--- config.mk ---
export PLATFORM = sky130hd
export DESIGN_NAME = id_operand_fetch
export DESIGN_NICKNAME = d
export VERILOG_FILES = /design/src/rtl/id_operand_fetch_pkg.sv /design/src/rtl/id_operand_fetch_src_resolve.sv /design/src/rtl/id_operand_fetch.sv
export SDC_FILE = /design/constraint.sdc
export NUM_CORES = 1
export LEC_CHECK = 0
export BUFFER_PORTS_ARGS = -buffer_cell sky130_fd_sc_hd__buf_2
export CAP_MARGIN = 20
export CELL_PAD_IN_SITES_DETAIL_PLACEMENT = 1
export CELL_PAD_IN_SITES_GLOBAL_PLACEMENT = 2
export CORE_ASPECT_RATIO = 1.25
export CORE_UTILIZATION = 22
export CTS_CLUSTER_DIAMETER = 60
export DETAILED_ROUTE_END_ITERATION = 8
export GPL_ROUTABILITY_DRIVEN = 0
export PLACE_DENSITY_LB_ADDON = 0.05
export SYNTH_ARGS = -nofsm -noshare
export SYNTH_HDL_FRONTEND = slang
export SYNTH_SLANG_ARGS = --single-unit
--- constraint.sdc ---
create_clock -name clk -period 3.58 [get_ports clk]
set_input_delay 1.074 -clock clk [delete_from_list [all_inputs] [get_ports clk]]
set_output_delay 1.074 -clock clk [all_outputs]
set_load 0.01 [all_outputs]
--- src/rtl/id_operand_fetch_pkg.sv ---
// id_operand_fetch_pkg
//   Shared bus types, constants and the writer/source match helper used by the
//   operand fetch stage and its per-source resolver.
//   Optional feature macro: OPFETCH_FWD_EN (EX/MEM result forwarding).
package id_operand_fetch_pkg;

  localparam int RegNumLog2 = 5;
  localparam int RegBusW    = 32;
  localparam int InstAddrW  = 32;

  typedef logic [RegBusW-1:0]    RegBus;
  typedef logic [RegNumLog2-1:0] RegAddrBus;
  typedef logic [InstAddrW-1:0]  InstAddrBus;

  localparam RegBus ZeroWord    = '0;
  localparam logic  ReadEnable  = 1'b1;
  localparam logic  WriteEnable = 1'b1;

  // Contents of the ID/EX output register.
  typedef struct packed {
    InstAddrBus pc;
    RegBus      op1;
    RegBus      op2;
    RegAddrBus  rd;
    logic       wreg;
    logic       is_load;
  } idex_t;

  // A writer only matters for a source that is actually read and is not x0.
  function automatic logic src_match(input logic      use_src,
                                     input RegAddrBus src,
                                     input logic      wreg,
                                     input RegAddrBus waddr);
    return use_src && (src != '0) && (wreg == WriteEnable) && (waddr == src);
  endfunction

endpackage

--- src/rtl/id_operand_fetch_src_resolve.sv ---
// opfetch_src_resolve
//   Resolves one source operand against the in-flight EX and MEM writers.
//   Ports:
//     use_src, addr        source operand used / register address
//     rdata                regfile read data for this source
//     ex_*, mem_*          writer info of the EX and MEM stages
//     value                resolved operand (0 when unused or x0)
//     hazard               operand cannot be resolved this cycle
//   Optional feature macro: OPFETCH_FWD_EN. Without it, any matching writer is
//   a hazard and the operand comes from the regfile only.
module opfetch_src_resolve
  import id_operand_fetch_pkg::*;
(
  input  logic      use_src,
  input  RegAddrBus addr,
  input  RegBus     rdata,
  input  logic      ex_wreg,
  input  logic      ex_is_load,
  input  RegAddrBus ex_waddr,
  input  RegBus     ex_wdata,
  input  logic      mem_wreg,
  input  logic      mem_load_pending,
  input  RegAddrBus mem_waddr,
  input  RegBus     mem_wdata,
  output RegBus     value,
  output logic      hazard
);

  logic ex_hit;
  logic mem_hit;
  logic src_live;

  assign ex_hit   = src_match(use_src, addr, ex_wreg, ex_waddr);
  assign mem_hit  = src_match(use_src, addr, mem_wreg, mem_waddr);
  assign src_live = use_src && (addr != '0);

`ifdef OPFETCH_FWD_EN
  always_comb begin
    value  = ZeroWord;
    hazard = (ex_hit && ex_is_load) || (mem_hit && mem_load_pending);
    // EX is the younger writer, so it shadows MEM on the same register.
    if (src_live) begin
      if (ex_hit)       value = ex_wdata;
      else if (mem_hit) value = mem_wdata;
      else              value = rdata;
    end
  end
`else
  logic unused_fwd;
  assign unused_fwd = ^{ex_is_load, ex_wdata, mem_load_pending, mem_wdata};

  always_comb begin
    value  = ZeroWord;
    hazard = ex_hit || mem_hit;
    if (src_live) value = rdata;
  end
`endif

endmodule

--- src/rtl/id_operand_fetch.sv ---
// id_operand_fetch
//   Operand fetch between IF/ID and ID/EX: drives both regfile read ports,
//   resolves operands (with optional EX/MEM forwarding), stalls decode on
//   load hazards and registers the result into a valid/ready output stage.
//   Ports:
//     clk, rst, rdy                  clock, sync active-high reset, global ready
//     in_*                           decoded instruction, in_valid/in_ready
//     re1/raddr1, re2/raddr2, rdata* regfile read ports
//     ex_*, mem_*                    in-flight writer info
//     out_*                          ID/EX register, out_valid/out_ready
//     stall_cnt                      saturating count of hazard cycles
//   Optional feature macro: OPFETCH_FWD_EN (EX/MEM result forwarding).
module id_operand_fetch
  import id_operand_fetch_pkg::*;
#(
  parameter int STALL_CNT_W = 32
) (
  input  logic                   clk,
  input  logic                   rst,
  input  logic                   rdy,
  input  logic                   in_valid,
  output logic                   in_ready,
  input  logic [31:0]            in_pc,
  input  logic                   in_use1,
  input  logic                   in_use2,
  input  logic [4:0]             in_rs1,
  input  logic [4:0]             in_rs2,
  input  logic [4:0]             in_rd,
  input  logic                   in_wreg,
  input  logic                   in_is_load,
  output logic                   re1,
  output logic                   re2,
  output logic [4:0]             raddr1,
  output logic [4:0]             raddr2,
  input  logic [31:0]            rdata1,
  input  logic [31:0]            rdata2,
  input  logic                   ex_wreg,
  input  logic                   ex_is_load,
  input  logic [4:0]             ex_waddr,
  input  logic [31:0]            ex_wdata,
  input  logic                   mem_wreg,
  input  logic                   mem_load_pending,
  input  logic [4:0]             mem_waddr,
  input  logic [31:0]            mem_wdata,
  output logic                   out_valid,
  input  logic                   out_ready,
  output logic [31:0]            out_pc,
  output logic [31:0]            out_op1,
  output logic [31:0]            out_op2,
  output logic [4:0]             out_rd,
  output logic                   out_wreg,
  output logic                   out_is_load,
  output logic [STALL_CNT_W-1:0] stall_cnt
);

  RegBus op1, op2;
  logic  haz1, haz2, hazard;
  logic  out_free, accept;

  idex_t                  stage_q, stage_d;
  logic                   valid_q, valid_d;
  logic [STALL_CNT_W-1:0] stall_cnt_q, stall_cnt_d;

  opfetch_src_resolve u_src1 (
    .use_src(in_use1), .addr(in_rs1), .rdata(rdata1),
    .ex_wreg(ex_wreg), .ex_is_load(ex_is_load), .ex_waddr(ex_waddr), .ex_wdata(ex_wdata),
    .mem_wreg(mem_wreg), .mem_load_pending(mem_load_pending),
    .mem_waddr(mem_waddr), .mem_wdata(mem_wdata),
    .value(op1), .hazard(haz1)
  );

  opfetch_src_resolve u_src2 (
    .use_src(in_use2), .addr(in_rs2), .rdata(rdata2),
    .ex_wreg(ex_wreg), .ex_is_load(ex_is_load), .ex_waddr(ex_waddr), .ex_wdata(ex_wdata),
    .mem_wreg(mem_wreg), .mem_load_pending(mem_load_pending),
    .mem_waddr(mem_waddr), .mem_wdata(mem_wdata),
    .value(op2), .hazard(haz2)
  );

  assign hazard   = haz1 || haz2;
  assign out_free = !valid_q || out_ready;
  assign in_ready = rdy && !hazard && out_free;
  assign accept   = in_valid && in_ready;

  assign re1    = (rdy && in_valid && in_use1) ? ReadEnable : ~ReadEnable;
  assign re2    = (rdy && in_valid && in_use2) ? ReadEnable : ~ReadEnable;
  assign raddr1 = in_rs1;
  assign raddr2 = in_rs2;

  always_comb begin
    stage_d     = stage_q;
    valid_d     = valid_q;
    stall_cnt_d = stall_cnt_q;
    if (accept) begin
      stage_d.pc      = in_pc;
      stage_d.op1     = op1;
      stage_d.op2     = op2;
      stage_d.rd      = in_rd;
      stage_d.wreg    = in_wreg;
      stage_d.is_load = in_is_load;
      valid_d         = 1'b1;
    end else if (out_free) begin
      // Drained or bubbled: data registers keep their last contents.
      valid_d = 1'b0;
    end
    if (in_valid && hazard && (stall_cnt_q != '1))
      stall_cnt_d = stall_cnt_q + STALL_CNT_W'(1);
  end

  always_ff @(posedge clk) begin
    if (rst) begin
      stage_q     <= '0;
      valid_q     <= 1'b0;
      stall_cnt_q <= '0;
    end else if (rdy) begin
      stage_q     <= stage_d;
      valid_q     <= valid_d;
      stall_cnt_q <= stall_cnt_d;
    end
  end

  assign out_valid   = valid_q;
  assign out_pc      = stage_q.pc;
  assign out_op1     = stage_q.op1;
  assign out_op2     = stage_q.op2;
  assign out_rd      = stage_q.rd;
  assign out_wreg    = stage_q.wreg;
  assign out_is_load = stage_q.is_load;
  assign stall_cnt   = stall_cnt_q;

endmodule

==> results of run 1 <==
critical path, stage by stage:
cell	delay [ns]
buf_2	0.13
or4_1	0.51
o21a_1	0.22
a221oi_1	0.27
buf_2	0.19
flip-flops by register name, summed over array words and instances, names as in the netlist:
name,flops
out_is_load,1
out_op1,32
out_op2,32
out_pc,32
out_rd,5
out_valid,1
out_wreg,1
stall_cnt,32
worst paths after layout:
kind                start             to  slack [ns]
max             in_rs2[2]       in_ready        0.11
min           out_op1[29]    out_op1[29]        0.45
min reg2reg   out_op1[29]    out_op1[29]        0.45
max reg2reg  stall_cnt[3]  stall_cnt[20]        1.23
cell families (layout without fill, tap and decap cells):
| family | count (synthesis) | count (layout) | share of synthesized area, % |
|---|---|---|---|
| buf+inv | 70 | 330 | 6.34 |
| simple gates | 321 | 321 | 26.5 |
| other cells | 0 | 2 | 0 |
| xor+xnor | 20 | 20 | 3.04 |
| flops | 136 | 136 | 47.3 |
| compound gates | 164 | 164 | 15.4 |
| fa+ha+maj | 1 | 1 | 0.217 |
| mux | 6 | 6 | 1.28 |
synthesized netlist by cell type (all sizes together) (2+ instances only):
library cell  number
a21oi            128
a221oi             2
and2               6
and3               8
and4               5
buf               31
clkbuf            36
dfxtp            136
inv                3
mux2               5
nand2            159
nand2b             3
nand3             74
nand4             20
nor2               6
nor2b              5
nor3               3
nor4               6
o21a               2
o21ai             20
o21ba              2
o22ai              2
o31a               2
o31ai              4
or3               20
or4                6
xnor2             20
final cells by class:
type | instances | share of cell area, %
flip-flops and latches | 136 | 33.6
multi-input cells | 512 | 33.2
repair buffers | 295 | 19.8
clock buffers | 22 | 5.72
well taps | 335 | 5.17
clock inverters | 10 | 2.36
inverters | 3 | 0.139
diodes | 2 | 0.0617
power groups by stage:
stage / sequential [W] / combinational (W) / clock [W]
after CTS: 0.00158 / 0.000396 / 0.00207
after floorplan: 0.00164 / 0.000176 / 0
after detailed placement: 0.00161 / 0.000394 / 0
after global placement: 0.00161 / 0.000395 / 0
final: 0.00158 / 0.000383 / 0.00198
after global routing: 0.00158 / 0.000428 / 0.00214
stage by stage:
| stage | utilization [%] | power (W) | instance area (µm²) |
|---|---|---|---|
| after detailed placement | 29.3 | 0.00201 | 7450 |
| after floorplan | - | 0.00181 | 5760 |
| after global routing | 31.9 | 0.00415 | 8110 |
| after CTS | 31.9 | 0.00405 | 8110 |
| final | 31.9 | 0.00394 | 8110 |
| after global placement | 29.3 | 0.00201 | 7450 |
routing by layer:
metal / wire (µm) / vias up
li1: - / 2984
met1: 8820 / 2813
met2: 10400 / 163
met3: 1800 / 30
met4: 367 / 8
met5: 49 / -
==> run metrics, run 1 <==
outcome=finished, final reports clean; asr flop ratio synth=0%; Die Y=183 µm; Worst slew margin=67.5%; post-synthesis instance area=0.00576 mm²; RSZ-0062 raised after global routing=false; crit path max fanout=4; DPL Wire Length=14.9 mm; Via density=4.56; Distinct cells, synth=37; vias in the first global route=6032; antenna violations before repair=6; fin cells=1315; post-synthesis area per instance=8.02 µm²; CTS H-tree lvls=4; combinational share of power=9.7%; Clock power frac=50.2%; Hold Violations, Final=0; DR vias=5998; hold depth=2; Seq pwr share=40.0%; global-route wire length before repair=33.5 mm; grt ovf=0; hold_ws=0.447 ns; Inst Count DP=1281; All-Layer GR Usage=16.1%; max-slew violations=0; Ys Warns=0; Fillers=3149; Post-CTS Hold Fix Bufs=0; sw power=0.000946 W; top-area cell type share of the netlist area=47.3%; cell area power density=486 mW/mm²; postcts setup bufs=0; io pins=347; area of the multi-input gates=0.00270 mm²; clock buffer count from CTS=17; Initial Utilization=22.6%; Worst EP required=2.51 ns; setup TNS=0 ns; global routing's busiest layer=met2; # setup viols final=0; Min Clock Period, post-route=3.47 ns; leading cell type in the layout, fill and taps excluded=buf_2; crit path kind=primary input to output pin; commonest non-fill, non-tap cells in the layout=279 x buf_2, 159 x nand2_1, 136 x dfxtp_1; core region area=0.0255 mm²; share of cells above drive strength 1=34.3%; clock latency on the worst-skew pair=0.42 ns; sequential share of the synthesized area=47.3%; Routed WL=21.4 mm; Avg WL per Cell=16.3 µm; R2R cell count=5; skew final=0.0106 ns; Max Clock Freq=0.288 GHz; Pleak=3.43 nW; arrival time at the worst endpoint=2.40 ns; post-route ant nets=0; Worst Hold Class=register to register; max cap viols=0; Final WS setup=0.109 ns; Layout area overhead=40.8%; Worst setup EP type=output pin; Yosys top cell by area=dfxtp_1; FF/Latch Area=0.00272 mm²; Post-synth EDFFs=0; Mapped Cells=718; Clock Tree Root=clkbuf_16; Most used DFF post-synth=dfxtp_1; worst slew pin tran=0.487 ns; Reg clk slew, reported paths=0.06 ns; post-cts resize count=0; Seq cells post-synth=136; pin count of the biggest net entering global routing=100; DR iter-0 viols=145; drc violations=0; internal power=0.00300 W; Post-Place Setup Slack=0.107 ns; Mapped Nets=917; met2 Resource Use GR=26.3%; port bufs=280; first drt pass iteration count=4; switching part of the total=24.0%; CTS tree=yes; CTS sink count=136; Die X=147 µm; met3 Track Usage GR=6.69%; final period utilization=96.9%; Final nets=1164; deepest clock path buffer count=2; dominant cells by area after synthesis=dfxtp_1 47%, a21oi_1 11%, nand2_1 10%; worst vdd ir=0.291 mV; CP Launch Type=primary input; met1 usage=18.7%; cell row count=65; area of the die=0.0268 mm²
No activity file was read; power rests on OpenSTA's default activity.
==> run 2: changes to the inputs <==
- BUFFER_PORTS_ARGS: -buffer_cell sky130_fd_sc_hd__buf_2 -> -buffer_cell sky130_fd_sc_hd__buf_4
==> run 2 against run 1 <==
Net effect: worst setup slack lost 0.0058 ns; clock power about the same; largest cell class unchanged; count of clock-buffer cells in the layout fell by 1; first-iteration DRC count increased by 7.6%; global-route usage up 0.54 points.
==> run metrics, run 2 (synthesized netlist as in run 1, its figures left out) <==
vias in the first global route=6389 (+5.9%); post-route ant nets=0 (unchanged); Clock Tree Root=clkbuf_16; Routed WL=22.4 mm (+4.5%); io pins=347 (unchanged); global-route wire length before repair=34.8 mm (+3.8%); hold_ws=0.456 ns (+0.00892 ns); CP max stage cell=or4_1; max-slew violations=0 (unchanged); crit path kind=primary input to output pin; Die Y=183 µm (unchanged); hold endpoint=out_op1[9]; Worst setup EP type=output pin; final period utilization=97.1% (+0.16 points); Critical path buffers and inverters=2 (unchanged); Initial Utilization=22.6% (unchanged); DPL Wire Length=16.0 mm (+7.5%); Max Clock Freq=0.288 GHz (-0.17%); clock buffer count from CTS=17 (unchanged); reg2reg setup slack=1.19 ns (-0.04 ns); DR vias=6096 (+1.6%); Inst Count DP=1283 (+0.16%); max cap viols=0 (unchanged); Inserted Diodes=0 (-2); core region area=0.0255 mm² (unchanged); Final Core Density=34.6% (+2.7 points); Post-Place Setup Slack=0.0812 ns (-0.0259 ns); CP Cell Sequence=buf_4 -> or4_1 -> o21a_1 -> a221oi_1 -> buf_4; grt ovf=0 (unchanged); port bufs=280 (unchanged); All-Layer GR Usage=16.6% (+0.54 points); Post-CTS Hold Fix Bufs=0 (unchanged); Pleak=3.55 nW (+3.7%); crit path max fanout=4 (unchanged); min-delay src=out_op1[9]; worst flop-to-flop path startpoint=stall_cnt[3]; # setup viols final=0 (unchanged); Min Clock Period, post-route=3.48 ns (+0.00584 ns); Worst slew margin=64.3% (-3.2 points); Crit path largest cell delay=0.54 ns (+0.03 ns); CTS sink count=136 (unchanged); clock latency on the worst-skew pair=0.42 ns (about the same); drc violations=0 (unchanged); commonest non-fill, non-tap cells in the layout=291 x buf_4, 159 x nand2_1, 136 x dfxtp_1; post-cts resize count=0 (unchanged); pin count of the biggest net entering global routing=79 (-21%); worst slew pin tran=0.536 ns (+0.0487 ns); reg2reg end=stall_cnt[26]; CTS H-tree lvls=4 (unchanged); fin cells=1315 (unchanged); hold depth=2 (unchanged); area of the die=0.0268 mm² (unchanged); first drt pass iteration count=4 (unchanged); setup TNS=0 ns (unchanged); Levels on crit path=5 (unchanged); Worst EP required=2.51 ns (about the same); Worst Hold Class=register to register; family with the most delay on the worst path=simple AND/OR/NAND/NOR gates; antenna violations before repair=1 (-5); Layout area overhead=52.8%; worst vdd ir=0.289 mV (-0.80%); postcts setup bufs=0 (unchanged); CP Launch Type=primary input; CTS tree=yes; Die X=147 µm (unchanged); Fillers=3028 (-3.8%); cell area power density=453 mW/mm² (-6.9%); Final WS setup=0.103 ns (-0.00584 ns); CP most frequent cell=buf_4; share of cells above drive strength 1=34.7% (+0.44 points); arrival time at the worst endpoint=2.40 ns (about the same); leading cell type in the layout, fill and taps excluded=buf_4; skew final=0.00774 ns (-0.00288 ns); Final nets=1166 (+0.17%); Via density=4.64 (+1.6%); Hold Violations, Final=0 (unchanged); cell row count=65 (unchanged); deepest clock path buffer count=2 (unchanged); Avg WL per Cell=17.0 µm (+4.5%); outcome=finished, final reports clean; Reg clk slew, reported paths=0.06 ns (about the same); DR iter-0 viols=156 (+7.6%); RSZ-0062 raised after global routing=false; R2R cell count=5 (unchanged)
[run 2: cell types whose count changed in the layout (fill, tap and decap cells not counted), moves of 2 or more]
cell,delta
diode_2,-2
buf_2,-279
clkbuf_8,+2
clkbuf_1,-3
clkinv_2,+3
buf_4,+282
[run 2: per-layer routing]
layer | global-route usage, % | share of wire, % | wire length [µm] | vias to the layer above
li1 | - | - | - | 2976
met1 | 17.4 | 39 | 8710 | 2918
met4 | 5.67 | 1.9 | 435 | 2
met3 | 6.97 | 8.3 | 1870 | 32
met2 | 29.6 | 51 | 11400 | 168
met5 | 0 | 0.054 | 12 | -
[run 2: worst max-delay path by stage]
stage	from	endpoint	slack [ns]
3_3_place_gp	in_rs2[2]	in_ready	0.09
4_1_cts	in_rs1[1]	in_ready	0.09
3_5_place_dp	in_rs1[1]	stall_cnt[28]	0.08
5_1_grt	in_rs1[1]	in_ready	0.06
6_report	in_rs1[1]	in_ready	0.10
2_1_floorplan	in_rs1[1]	in_ready	0.03
[run 2: layout make-up]
type,count,area [µm²],area share [%]
clock inverter,11,168,1.91
sequential,136,2720,30.9
inverter,3,11.3,0.128
multi-input combinational,512,2700,30.6
clock buffer,21,480,5.46
tap,335,419,4.76
timing repair buffer,297,2300,26.2
[run 2: per-stage QoR]
stage	total power (W)	area, µm²
after global routing	0.00416	8800
final	0.00398	8800
after global placement	0.00207	8150
after detailed placement	0.00208	8150
after CTS	0.00406	8800
after floorplan	0.00181	5760
[run 2: where the power goes]
part	leakage, nW	switching [W]	internal [W]	total (W)
combinational	2.13	0.000227	0.000227	0.000454
clock	0.315	0.000705	0.00124	0.00195
sequential	1.10	0.0000242	0.00156	0.00158
[run 2: worst register-to-register path, cell delays in order, from the launching register on]
cell and delay, ns:
dfxtp_1 0.44, and4_1 0.29, and4_1 0.38, nand3_1 0.41, nor4_1 0.41, mux2_4 0.34
==> run 3: changes to the inputs <==
- CORE_ASPECT_RATIO: 1.25 -> 1.75
- PLACE_DENSITY: not set -> 0.86
- PLACE_DENSITY_LB_ADDON: 0.05 -> not set
==> run 3 against run 2 <==
Net effect: critical path depth did not move; routed wire length fell by 5.2%; register-to-register slack better by 0.05 ns; cell count decreased by 0.84%; utilization is 0.55 points lower; worst setup slack improved by 0.012 ns; combinational power is essentially flat; critical path type unchanged; largest power group unchanged.
==> run metrics, run 3 (synthesized netlist as in run 1, its figures left out) <==
global-route wire length before repair=33.3 mm (-4.4%); Via density=4.70 (+1.4%); Max Clock Freq=0.289 GHz (+0.34%); RSZ-0062 raised after global routing=false; drc violations=0 (unchanged); Worst slew margin=62.4% (-1.9 points); arrival time at the worst endpoint=2.39 ns (about the same); Initial Utilization=22.3% (-0.36 points); # setup viols final=0 (unchanged); max-slew violations=0 (unchanged); R2R cell count=5 (unchanged); clock buffer count from CTS=17 (unchanged); pin count of the biggest net entering global routing=81 (+2.5%); min-delay src=out_op1[29]; hold endpoint=out_op1[29]; leading cell type in the layout, fill and taps excluded=buf_4; hold depth=2 (unchanged); DR iter-0 viols=258 (+65%); Final Core Density=34.0% (-0.55 points); area of the die=0.0269 mm² (about the same); DR vias=6129 (+0.54%); skew final=0.00629 ns (-0.00145 ns); Die X=124 µm (-15%); max cap viols=0 (unchanged); reg2reg end=stall_cnt[26]; cell row count=78 (+20%); Worst EP required=2.51 ns (about the same); outcome=finished, final reports clean; first drt pass iteration count=4 (unchanged); commonest non-fill, non-tap cells in the layout=296 x buf_4, 159 x nand2_1, 136 x dfxtp_1; Hold Violations, Final=0 (unchanged); Reg clk slew, reported paths=0.06 ns (about the same); Die Y=216 µm (+18%); Final nets=1171 (+0.43%); cell area power density=446 mW/mm² (-1.4%); worst vdd ir=0.293 mV (+1.5%); Avg WL per Cell=16.3 µm (-4.4%); CTS sink count=136 (unchanged); post-route ant nets=0 (unchanged); Inserted Diodes=0 (unchanged); Min Clock Period, post-route=3.46 ns (-0.0118 ns); postcts setup bufs=0 (unchanged); antenna violations before repair=0 (-1); worst flop-to-flop path startpoint=stall_cnt[3]; Clock Tree Root=clkbuf_16; CTS H-tree lvls=4 (unchanged); Fillers=3098 (+2.3%); Worst Hold Class=register to register; All-Layer GR Usage=15.7% (-0.90 points); CTS tree=yes; grt ovf=0 (unchanged); CP Launch Type=primary input; Worst setup EP type=output pin; setup TNS=0 ns (unchanged); share of cells above drive strength 1=35.1% (+0.37 points); Routed WL=21.2 mm (-5.2%); core region area=0.0259 mm² (+1.6%); deepest clock path buffer count=2 (unchanged); io pins=347 (unchanged); clock latency on the worst-skew pair=0.44 ns (+0.02 ns); reg2reg setup slack=1.24 ns (+0.05 ns); Layout area overhead=52.8% (about the same); port bufs=280 (unchanged); final period utilization=96.8% (-0.33 points); Post-CTS Hold Fix Bufs=0 (unchanged); crit path kind=primary input to output pin; vias in the first global route=6201 (-2.9%); worst slew pin tran=0.564 ns (+0.0284 ns); Pleak=3.57 nW (+0.45%); crit path max fanout=2 (-2); DPL Wire Length=15.3 mm (-4.8%)
-- run 3: routing by layer --
layer	part of all wire, %	track usage [%]	vias to the layer above
li1	-	-	2984
met1	38	16.6	2940
met2	54	28.2	169
met3	4.9	3.80	36
met4	3.3	9.12	0
met5	0	0	-
-- run 3: final cells by class --
| cell class | count | area [µm²] | area share, % |
|---|---|---|---|
| clock buffer | 21 | 480 | 5.46 |
| clock inverter | 10 | 141 | 1.61 |
| inverter | 3 | 11.3 | 0.128 |
| multi-input combinational | 512 | 2700 | 30.7 |
| sequential | 136 | 2720 | 30.9 |
| tap | 320 | 400 | 4.55 |
| timing repair buffer | 302 | 2340 | 26.6 |
-- run 3: worst max path at each step --
stage / endpoint / cells past startpoint / startpoint / slack [ns]
after floorplan: in_ready / 5 / in_rs1[1] / 0.03
after global placement: in_ready / 5 / in_rs2[1] / 0.06
after detailed placement: in_ready / 5 / in_rs2[1] / 0.04
after CTS: in_ready / 5 / in_rs2[1] / 0.01
after global routing: in_ready / 5 / in_rs2[1] / 0.05
final: in_ready / 5 / in_rs2[1] / 0.12
-- run 3: repair_timing --
| action | 4_1_cts | 5_1_grt |
|---|---|---|
| resized for setup | 0 | 1 |
| hold endpoints to repair | 0 | 0 |
| setup endpoints to repair | 0 | 1 |
-- run 3: power breakdown --
part           internal [W]  switching [W]  leakage [nW]
Combinational      0.000230       0.000226          2.16
Sequential          0.00156      0.0000232          1.10
Clock               0.00117       0.000719         0.302
-- run 3: worst max-delay path: stages --
cell and delay (ns):
buf_4 0.11, or4_1 0.56, o21a_1 0.22, a221oi_2 0.26
buf_4 0.17
-- run 3: per-stage QoR --
| stage | hold slack [ns] | setup slack, ns | instances | total power, W | area (µm²) |
|---|---|---|---|---|---|
| after floorplan | 0.476 | 0.0291 | 718 | 0.00181 | 5760 |
| final | 0.454 | 0.115 | 1304 | 0.00393 | 8800 |
| after global routing | 0.469 | 0.0501 | 1304 | 0.00409 | 8800 |
| after CTS | 0.456 | 0.0143 | 1304 | 0.00400 | 8790 |
| after detailed placement | 0.448 | 0.0436 | 1273 | 0.00208 | 8170 |
| after global placement | 0.438 | 0.0587 | 1273 | 0.00207 | 8170 |
